--- src/rtl/muldiv_seq.sv ---
// muldiv_seq -- multicycle integer multiply/divide unit.
//
// Performs one radix-2 step per clock:
//   - multiply: shift-add on a 2*WIDTH accumulator
//   - divide:   restoring shift-subtract
// Operands are reduced to magnitudes on acceptance. The sign is applied in a
// single FIX cycle before hi/lo are loaded.
//
// Ports:
//   clock        rising-edge clock
//   reset        synchronous, active-low reset
//   start        request, sampled only while idle
//   op           00 MULT, 01 MULTU, 10 DIV, 11 DIVU
//   a, b         multiplicand/dividend, multiplier/divisor
//   hi, lo       product upper/lower half, or remainder/quotient
//   busy         high while an operation is computing or being finalised
//   done         one-cycle completion pulse
//   div_by_zero  sticky flag; set by a divide with b=0, cleared on the next
//                accepted start
module muldiv_seq #(
  parameter int WIDTH = 32
) (
  input  logic             clock,
  input  logic             reset,
  input  logic             start,
  input  logic [1:0]       op,
  input  logic [WIDTH-1:0] a,
  input  logic [WIDTH-1:0] b,
  output logic [WIDTH-1:0] hi,
  output logic [WIDTH-1:0] lo,
  output logic             busy,
  output logic             done,
  output logic             div_by_zero
);

  localparam int CNT_W = $clog2(WIDTH + 1);

  typedef enum logic [1:0] {
    S_IDLE = 2'd0,
    S_CALC = 2'd1,
    S_FIX  = 2'd2,
    S_DZ   = 2'd3
  } state_t;

  // Magnitude of an operand. The most-negative value maps onto itself, which
  // is its correct unsigned magnitude.
  function automatic logic [WIDTH-1:0] abs_mag(input logic [WIDTH-1:0] x,
                                               input logic             is_signed);
    logic signed [WIDTH-1:0] xs;
    xs = $signed(x);
    if (is_signed && xs[WIDTH-1]) abs_mag = $unsigned(-xs);
    else                          abs_mag = x;
  endfunction

  function automatic logic [WIDTH-1:0] cond_neg(input logic [WIDTH-1:0] x,
                                                input logic             neg);
    cond_neg = neg ? (~x + WIDTH'(1)) : x;
  endfunction

  function automatic logic [2*WIDTH-1:0] cond_neg2(input logic [2*WIDTH-1:0] x,
                                                   input logic               neg);
    cond_neg2 = neg ? (~x + (2*WIDTH)'(1)) : x;
  endfunction

  state_t             state_q, state_d;
  logic [CNT_W-1:0]   cnt_q, cnt_d;
  logic               is_div_q, is_div_d;
  logic               neg_a_q, neg_a_d;      // dividend sign: remainder sign
  logic               neg_res_q, neg_res_d;  // operand signs differ
  logic [2*WIDTH-1:0] acc_q, acc_d;          // product, or quotient in low half
  logic [WIDTH-1:0]   rem_q, rem_d;          // partial remainder (always < divisor)
  logic [WIDTH-1:0]   m_q, m_d;              // multiplicand or divisor magnitude
  logic [WIDTH-1:0]   hi_q, hi_d;
  logic [WIDTH-1:0]   lo_q, lo_d;
  logic               done_q, done_d;
  logic               dz_q, dz_d;

  logic               signed_op;
  logic               sgn_a, sgn_b;
  logic [WIDTH-1:0]   mag_a, mag_b;
  logic [WIDTH:0]     shifted;
  logic [WIDTH+1:0]   diff;
  logic [WIDTH:0]     sum;
  logic [2*WIDTH-1:0] prod_fix;

  always_ff @(posedge clock) begin
    if (!reset) begin
      state_q <= S_IDLE;
      hi_q    <= '0;
      lo_q    <= '0;
      done_q  <= 1'b0;
      dz_q    <= 1'b0;
      cnt_q   <= '0;
    end else begin
      state_q <= state_d;
      hi_q    <= hi_d;
      lo_q    <= lo_d;
      done_q  <= done_d;
      dz_q    <= dz_d;
      cnt_q   <= cnt_d;
    end
  end

  // Working registers carry no reset: they are always reloaded on acceptance.
  always_ff @(posedge clock) begin
    is_div_q  <= is_div_d;
    neg_a_q   <= neg_a_d;
    neg_res_q <= neg_res_d;
    acc_q     <= acc_d;
    rem_q     <= rem_d;
    m_q       <= m_d;
  end

  always_comb begin
    state_d   = state_q;
    cnt_d     = cnt_q;
    is_div_d  = is_div_q;
    neg_a_d   = neg_a_q;
    neg_res_d = neg_res_q;
    acc_d     = acc_q;
    rem_d     = rem_q;
    m_d       = m_q;
    hi_d      = hi_q;
    lo_d      = lo_q;
    done_d    = 1'b0;
    dz_d      = dz_q;
    signed_op = ~op[0];
    sgn_a     = signed_op & a[WIDTH-1];
    sgn_b     = signed_op & b[WIDTH-1];
    mag_a     = abs_mag(a, signed_op);
    mag_b     = abs_mag(b, signed_op);
    shifted   = {rem_q, acc_q[WIDTH-1]};
    diff      = {1'b0, shifted} - {2'b00, m_q};
    sum       = {1'b0, acc_q[2*WIDTH-1:WIDTH]} + (acc_q[0] ? {1'b0, m_q} : '0);
    prod_fix  = cond_neg2(acc_q, neg_res_q);

    unique case (state_q)
      S_IDLE: begin
        if (start) begin
          if (op[1] && (b == '0)) begin
            dz_d    = 1'b1;
            state_d = S_DZ;
          end else begin
            dz_d      = 1'b0;
            state_d   = S_CALC;
            cnt_d     = '0;
            is_div_d  = op[1];
            neg_a_d   = sgn_a;
            neg_res_d = sgn_a ^ sgn_b;
            rem_d     = '0;
            // Low half of acc shifts out the multiplier (mult) or the
            // dividend while shifting in quotient bits (div).
            if (op[1]) begin
              acc_d = {{WIDTH{1'b0}}, mag_a};
              m_d   = mag_b;
            end else begin
              acc_d = {{WIDTH{1'b0}}, mag_b};
              m_d   = mag_a;
            end
          end
        end
      end

      S_CALC: begin
        cnt_d = cnt_q + CNT_W'(1);
        if (is_div_q) begin
          // diff[WIDTH+1] is the borrow: set means the trial subtract failed.
          if (!diff[WIDTH+1]) begin
            rem_d              = WIDTH'(diff);
            acc_d[WIDTH-1:0]   = {acc_q[WIDTH-2:0], 1'b1};
          end else begin
            rem_d              = WIDTH'(shifted);
            acc_d[WIDTH-1:0]   = {acc_q[WIDTH-2:0], 1'b0};
          end
        end else begin
          acc_d = {sum, acc_q[WIDTH-1:1]};
        end
        if (cnt_q == CNT_W'(WIDTH - 1)) state_d = S_FIX;
      end

      S_FIX: begin
        if (is_div_q) begin
          hi_d = cond_neg(rem_q, neg_a_q);
          lo_d = cond_neg(acc_q[WIDTH-1:0], neg_res_q);
        end else begin
          hi_d = prod_fix[2*WIDTH-1:WIDTH];
          lo_d = prod_fix[WIDTH-1:0];
        end
        done_d  = 1'b1;
        state_d = S_IDLE;
      end

      S_DZ: begin
        done_d  = 1'b1;
        state_d = S_IDLE;
      end

      default: state_d = S_IDLE;
    endcase
  end

  assign hi          = hi_q;
  assign lo          = lo_q;
  assign busy        = (state_q == S_CALC) || (state_q == S_FIX);
  assign done        = done_q;
  assign div_by_zero = dz_q;

endmodule

--- config.mk ---
export PLATFORM = sky130hd
export DESIGN_NAME = muldiv_seq
export DESIGN_NICKNAME = d
export VERILOG_FILES = /design/src/rtl/muldiv_seq.sv
export SDC_FILE = /design/constraint.sdc
export NUM_CORES = 1
export LEC_CHECK = 0
export CAP_MARGIN = 20
export CORE_MARGIN = 1
export CORE_UTILIZATION = 64
export DETAILED_ROUTE_END_ITERATION = 10
export GPL_TIMING_DRIVEN = 0
export PLACE_DENSITY_LB_ADDON = 0.08
export REMOVE_ABC_BUFFERS = 1
export SKIP_LAST_GASP = 1
export SLEW_MARGIN = 20
export SYNTH_ARGS = -nofsm -noshare
export SYNTH_HDL_FRONTEND = slang
export SYNTH_SLANG_ARGS = --single-unit
--- constraint.sdc ---
create_clock -name clock -period 18.2 [get_ports clock]
set_clock_uncertainty 0.2 [all_clocks]
set_input_delay 3.64 -clock clock [delete_from_list [all_inputs] [get_ports clock]]
set_output_delay 3.64 -clock clock [all_outputs]
set_load 0.01 [all_outputs]
* After elaboration in Yosys (flattened, before gate mapping)
Index checks and enable logic that the tools add are counted.
** Word-level totals
- Flip-flop bits (word level) :: 205
- Input bits :: 69
- Logic and storage cells :: 82
** Cells by class
- Add/subtract/negate cells :: 8
- Eq/ne operators :: 9
- Multiplexer cells :: 30
- Bitwise operators :: 8
- Reductions and logical operators :: 14
** Operators with widths (number)
- 32-bit two-way mux :: 15
- 64-bit two-way mux :: 3
- 64-bit case mux with 2 select lines :: 1
- 32-bit by 1-bit adder with 32-bit output, second input constant :: 2
- 64-bit by 1-bit adder with 64-bit output, second input constant :: 1
- 32-bit negator :: 2
- 32-bit NOT :: 2
- 64-bit NOT :: 1
- 32-bit case mux with 2 select lines :: 1
- 33-bit by 32-bit subtractor with 34-bit output :: 1
- 32-bit by 32-bit adder with 33-bit output :: 1
- 32-bit logical NOT :: 1
- 6-bit two-way mux :: 2
- 6-bit case mux with 2 select lines :: 1
- 2-bit inequality test, second input constant :: 5
- 4-bit AND reduction :: 2
- 6-bit by 1-bit adder with 6-bit output, second input constant :: 1
- 6-bit by 5-bit == test with 1-bit output, second input constant :: 1
- 2-bit two-way mux :: 3
- 2-bit case mux with 3 select lines :: 1
- 3-bit AND reduction :: 2
- 2-bit == test, second input constant :: 2
- 2-bit AND reduction :: 2
- 1-bit logical AND :: 3
- other kinds (9) :: 13

* Depth between registers and ports, before layout
Gate-level depths: netlist (run 1).
- Word-level depth :: 7
- Mapped depth :: 14

* Least setup slack after synthesis (run 1)
OpenSTA, ideal clock, no wires.
- Path type :: input to register
- Start point :: input b[0]
- End point :: register acc_q[32] (enable)
- Setup time :: 0.432 ns
- Data arrival time :: 7.978 ns
- Data required time :: 17.568 ns
- Setup slack :: 9.590 ns
- Stages :: 10
- Path buffers :: 0
- Cell sequence :: inv_1 > ha_1 > nor4b_1 > nand4_1 > nor2_1 > nand2_1 > nor2_1 > nor2_1 > a21oi_1 > a21oi_1
** On the way
- Longest elaborated chain between the ends :: 4
** Ends and longest elaborated chain
- from (decl) :: RTL line 28 : input logic [WIDTH-1:0] b,
- 32-bit logical NOT :: RTL line 140 : if (op[1] && (b == '0)) begin
- 1-bit logical AND :: RTL line 140
- 2-bit inequality test (no source line)
- 4-bit AND reduction (no source line)
- to (signal assigned) :: RTL line 109 : acc_q <= acc_d;
- to (decl) :: RTL line 70 : logic [2*WIDTH-1:0] acc_q, acc_d;
No other way between the ends.
A chain may end at the register's enable or synchronous reset.

* Worst setup path in the final report (run 1)
- Start point :: input b[0]
- End point :: register cnt_q[4]
** On the way
- Longest elaborated chain between the ends :: 4
** Ends and longest elaborated chain
- 32-bit logical NOT :: RTL line 140
- 1-bit logical AND :: RTL line 140
- 2-bit inequality test (no source line)
- 3-bit AND reduction (no source line)
- to (signal assigned) :: RTL line 100 : cnt_q <= cnt_d;
- to (decl) :: RTL line 66 : logic [CNT_W-1:0] cnt_q, cnt_d;
No other way between the ends.

==> impl_metrics.csv, run 1 <==
group,metric,value,unit
logic_synthesis,synth_top_cell_area_share,0.255,
floorplan,rows,56,
clocking,post_cts_resize_count,0,
global_routing,grt.overflow.total,0,
worst_setup_path,crit_path_end_kind,"flop",
timing,fmax,0.123,GHz
clocking,clkLatencyLatePin,0.53,ns
clocking,post_cts_buffers,0,
worst_setup_path,start_kind,"input port",
routing,avgRoutedWirePerCell,21.2,microns
job,max_cap_viol_count,0,
logic_synthesis,avgSynthCellArea,8.61,sq um
worst_setup_path,path_max_fanout,37,
routing,routed_wl,47000,microns
worst_setup_path,timing.reg2reg.setup_slack,13.52,ns
worst_setup_path,startpoint,"b[0]",
timing,period_needed,8.13,ns
logic_synthesis,yosys_most_used_dff,"edfxtp_1",
clocking,cts_buffer_depth,3,
logic_synthesis,synthArstFlopShare,0,
worst_setup_path,reg2regPathDepth,12,
worst_setup_path,worstPathRequired,18.39,ns
placement,place_congestion,0.948,
routing,drc,0,
routing,vias_per_cell,6.58,
logic_synthesis,synth_edf_count,131,
global_routing,grt_usage,0.377,
logic_synthesis,synth-seq-cells,205,
cells_and_area,most-common-layout-cells,"171 x nor2_1, 153 x a21oi_1, 146 x nand2_1",
timing,drv_slew,0,
floorplan,start_util,0.655,
worst_setup_path,timing.rr.start,"acc_q[0]",
timing,tns,0,ns
placement,port_buffers,135,
logic_synthesis,yosysWarnings,0,
clocking,ctsHoldBuffers,0,
logic_synthesis,synth_seq_area_share,0.351,
timing,rsz0062_at_grt,"no",
cells_and_area,syn2layout_area_growth,16.7,%
clocking,cts.sinks,205,
floorplan,die_area,0.0247,sq mm
floorplan,core,0.0235,sq mm
worst_setup_path,regToRegEndpoint,"acc_q[61]",
global_routing,grt_pass1_wl,72100,microns
clocking,root_buffer,"clkbuf_16",
pwr,leakagePower,6.92,nW
logic_synthesis,syn_area,0.0154,sq mm
cells_and_area,drive_gt1_frac,0.0521,
floorplan,pin_count,136,
worst_hold_path,min_to,"hi[12]",
pwr,p_per_area,111,mW/mm^2
cells_and_area,num_antenna_cells,0,
global_routing,antenna_found_initial,0,
worst_hold_path,hold_class,"reg -> reg",
worst_hold_path,min_from,"hi[12]",
outcome,outcome,"completed",
worst_setup_path,path_class,"in -> reg",
clocking,cts_buffers,25,
clocking,cts_tree,"built",
routing,ant_nets,0,
floorplan,die-height,157,microns
timing,finalSetupViolCount,0,
floorplan,die_w,157,microns
routing,drtPass1Iterations,8,
global_routing,grt_pass1_vias,13539,
timing,tightest_slew,1.14,ns
worst_hold_path,worstHoldPathCells,2,
routing,vias,14586,
logic_synthesis,synth_area_leaders,"edfxtp_1 26%, dfxtp_1 9.6%, xor2_1 6.1%, ha_1 5.9%, a21oi_1 5.1%",
cells_and_area,nets,2025,
clocking,htreeDepth,1,
timing,finalCritPeriodShare,0.447,
logic_synthesis,yosysTopAreaCell,"edfxtp_1",
timing,hold_viol_final,0,
logic_synthesis,synthCells,1791,
timing,slew_headroom,0.242,
cells_and_area,layout_commonest_cell,"nor2_1",
cells_and_area,final_util,0.764,
pwr,ir_drop,0.0000896,V
placement,dp_hpwl,34600,microns
logic_synthesis,synthDistinctLibCells,76,
routing,drtIter0Drc,1479,
worst_setup_path,arrival,8.32,ns
global_routing,grt_max_degree,65,
clocking,clk_pin_slew_worst_paths,0.06,ns
registers in the layout, summed over array words and instances (netlist names):
signal and count:
cnt_q 6, rem_q 32, hi 32, acc_q 64, m_q 32, state_q 2
div_by_zero 1, lo 32, neg_res_q 1, is_div_q 1, done 1, neg_a_q 1
Yosys cell counts (58+ instances only):
library cell and n:
edfxtp_1 131, dfxtp_1 74, a21oi_1 156, nand2_1 146, clkbuf_1 67, ha_1 73
mux2i_1 73, o21ai_0 122, inv_1 61, nor2_1 173, xor2_1 108, xnor2_1 84
nand3_1 58
worst max-delay path by stage:
stage | slack, ns | endpoint
2_1_floorplan | 9.59 | acc_q[32]
3_3_place_gp | 5.96 | acc_q[36]
3_5_place_dp | 9.71 | cnt_q[4]
4_1_cts | 10.26 | cnt_q[4]
5_1_grt | 9.87 | cnt_q[4]
6_report | 10.07 | cnt_q[4]
critical path, cell delays in order:
cell,delay [ns]
clkdlybuf4s50_1,0.54
inv_1,0.11
ha_1,0.20
nor4b_1,0.43
nand4_1,0.40
nor2_1,0.34
nand2_1,0.22
nor2_1,0.35
nor2_4,0.14
a21oi_1,0.81
inv_2,0.62
nand4_1,0.30
xor2_1,0.17
nor2_1,0.05
stage by stage:
stage / area (sq um) / cells / worst slack, ns / total power, mW / hold slack [ns]
after floorplan: 15100 / 1703 / 9.59 / 1.21 / 0.253
after global placement: 16800 / 2157 / 5.96 / 1.44 / 0.225
final: 18000 / 2218 / 10.07 / 1.99 / 0.241
after CTS: 18000 / 2218 / 10.26 / 1.97 / 0.243
after detailed placement: 17200 / 2173 / 9.71 / 1.47 / 0.235
after global routing: 18000 / 2218 / 9.87 / 2.09 / 0.269
cells by family (layout without fill, tap and decap cells):
family	count (synthesis)	after routing	share of synthesized area
simple gates	564	564	0.176
compound gates	524	524	0.213
flops	205	205	0.351
xor+xnor	192	192	0.109
buf+inv	153	261	0.0374
mux	78	78	0.0511
fa+ha+maj	75	75	0.0618
where the power goes:
group	switching (mW)	internal (mW)	leakage, nW
Combinational	0.467	0.329	4.65
Clock	0.205	0.294	0.393
Sequential	0.0954	0.600	1.88
Total	0.768	1.22	6.92
layout make-up:
type,count,area (sq um)
timing repair buffer,151,1630
tap,319,399
multi-input combinational,1433,9500
inverter,65,246
clock inverter,10,104
fill,1757,5550
clock buffer,35,697
sequential,205,5420
per-layer routing:
metal	vias up	global-route usage	share of wire
met1	6955	0.501	0.41
li1	6771	-	-
met3	151	0.0468	0.082
met2	709	0.603	0.46
met4	0	0.194	0.053
met5	-	0	0
Power figures use the tool's default switching activity.
==> run 2, diff against run 1 <==
- CORE_UTILIZATION: 64 -> 59
- clock period: 18.2 -> 8.5 ns (I/O delays scaled with it)
==> impl_metrics.csv, run 2 (synthesized netlist as in run 1, its figures left out) <==
group,metric,value,unit
outcome,outcome,"completed",
pwr,ir_drop,0.000183,V
cells_and_area,layout_commonest_cell,"nor2_1",
placement,dp_cells,2182,
placement,place_congestion,0.932,
pwr,p_int,2.73,mW
pwr,power_frac_seq,0.340,
pwr,p_switching,1.64,mW
worst_setup_path,crit_path_end_kind,"flop",
global_routing,grtUsageMet3,0.0508,
floorplan,core,0.0254,sq mm
global_routing,grt_usage,0.343,
cells_and_area,syn2layout_area_growth,17.7,%
routing,drtPass1Iterations,6,
global_routing,grt_util_met2,0.557,
timing,hold_viol_final,0,
routing,routed_wl,46400,microns
worst_setup_path,start_kind,"input port",
pwr,leakagePower,6.99,nW
cells_and_area,fill_cells,1996,
cells_and_area,num_antenna_cells,0,
floorplan,die_w,164,microns
cells_and_area,top_register,"acc_q",
timing,finalSetupViolCount,0,
timing,tightest_slew,1.16,ns
routing,vias_per_cell,6.47,
pwr,power_frac_clock,0.274,
pwr,swShare,0.376,
floorplan,pin_count,136,
global_routing,busiest_layer,"met2",
cells_and_area,largest_reg_flops,64,
cells_and_area,drive_gt1_frac,0.0542,
pwr,p_per_area,241,mW/mm^2
worst_hold_path,hold_class,"reg -> reg",
timing,finalCritPeriodShare,0.713,
worst_setup_path,worstPathRequired,8.71,ns
global_routing,grt_pass1_vias,13307,
routing,ant_nets,0,
timing,worst_slack,2.44,ns
job,max_cap_viol_count,0,
cells_and_area,regArea,0.00542,sq mm
global_routing,antenna_found_initial,0,
timing,rsz0062_at_grt,"no",
worst_setup_path,arrival,6.27,ns
clocking,cts_buffers,26,
timing,drv_slew,0,
clocking,clk_pin_slew_worst_paths,0.06,ns
timing,slew_headroom,0.226,
global_routing,grt_util_met1,0.452,
routing,drtIter0Drc,1525,
routing,avgRoutedWirePerCell,20.8,microns
placement,dp_hpwl,34300,microns
floorplan,rows,58,
floorplan,die-height,164,microns
clocking,cts_tree,"built",
routing,vias,14431,
floorplan,start_util,0.607,
worst_setup_path,path_class,"in -> reg",
clocking,cts.sinks,205,
worst_setup_path,path_max_fanout,37,
clocking,htreeDepth,1,
cells_and_area,finalNonFillerCells,2231,
routing,drc,0,
timing,period_needed,6.06,ns
cells_and_area,multiInputGateArea,0.00950,sq mm
cells_and_area,nets,2025,
clocking,cts_buffer_depth,3,
clocking,post_cts_buffers,0,
cells_and_area,most-common-layout-cells,"171 x nor2_1, 153 x a21oi_1, 146 x nand2_1",
timing,fmax,0.165,GHz
placement,port_buffers,135,
clocking,root_buffer,"clkbuf_16",
global_routing,grt_pass1_wl,71200,microns
global_routing,grt.overflow.total,0,
clocking,clkLatencyLatePin,0.54,ns
clocking,ctsHoldBuffers,0,
pwr,pwr-share-comb,0.386,
global_routing,grt_max_degree,60,
clocking,post_cts_resize_count,0,
placement,dp_slack,1.96,ns
floorplan,die_area,0.0268,sq mm
-- run 2: cell types whose count changed in the layout (fill, tap and decap cells not counted), sizes merged --
cell / previous run / this run
inv: 64 / 65
bufinv: 2 / 3
clkbuf: 35 / 38
clkdlybuf4s50: 133 / 134
clkinvlp: 1 / 0
buf: 18 / 15
-- run 2: final timing paths --
| path | start | to | slack (ns) | cells after the start |
|---|---|---|---|---|
| hold reg to reg | hi[8] | hi[8] | 0.24 | 2 |
| setup / recovery | b[0] | cnt_q[3] | 2.44 | 14 |
| setup reg to reg | rem_q[17] | rem_q[1] | 3.84 | 10 |
| hold / removal | hi[8] | hi[8] | 0.24 | 2 |
-- run 2: metal layers --
layer,wire (microns),vias to the layer above
li1,-,6760
met1,19000,6913
met2,21700,640
met3,3770,118
met4,1970,0
met5,0,-
-- run 2: power groups by stage --
stage	Combinational (mW)	Clock, mW	Sequential [mW]
final	1.69	1.20	1.49
after global routing	1.84	1.25	1.51
after CTS	1.66	1.21	1.48
after detailed placement	1.65	0	1.50
after global placement	1.56	0	1.52
after floorplan	1.12	0	1.47
-- run 2: worst max-delay path, cell delays in order --
cell	delay [ns]
clkdlybuf4s50_1	0.51
inv_1	0.10
ha_1	0.20
nor4b_1	0.49
nand4_1	0.38
nor2_1	0.30
nand2_1	0.21
nor2_1	0.38
nor2_4	0.14
a21oi_1	0.76
inv_2	0.60
nand4_1	0.27
xor2_1	0.17
nor2_1	0.05
-- run 2: through the flow --
step | TNS [ns] | total power, mW | area, sq um | hold slack (ns) | utilization
6_report | 0 | 4.38 | 18100 | 0.243 | 0.714
5_1_grt | 0 | 4.60 | 18100 | 0.270 | 0.714
4_1_cts | 0 | 4.35 | 18100 | 0.244 | 0.714
3_5_place_dp | 0 | 3.15 | 17200 | 0.236 | 0.677
3_3_place_gp | -129.55 | 3.08 | 16800 | 0.226 | 0.663
2_1_floorplan | 0 | 2.59 | 15100 | 0.253 | -
-- run 2: final cells by class --
| class | count | area share |
|---|---|---|
| Clock buffer | 37 | 0.0439 |
| Multi-Input combinational cell | 1433 | 0.524 |
| Sequential cell | 205 | 0.299 |
| Clock inverter | 11 | 0.00745 |
| Tap cell | 330 | 0.0228 |
| Inverter | 65 | 0.0136 |
| Timing Repair Buffer | 150 | 0.0898 |
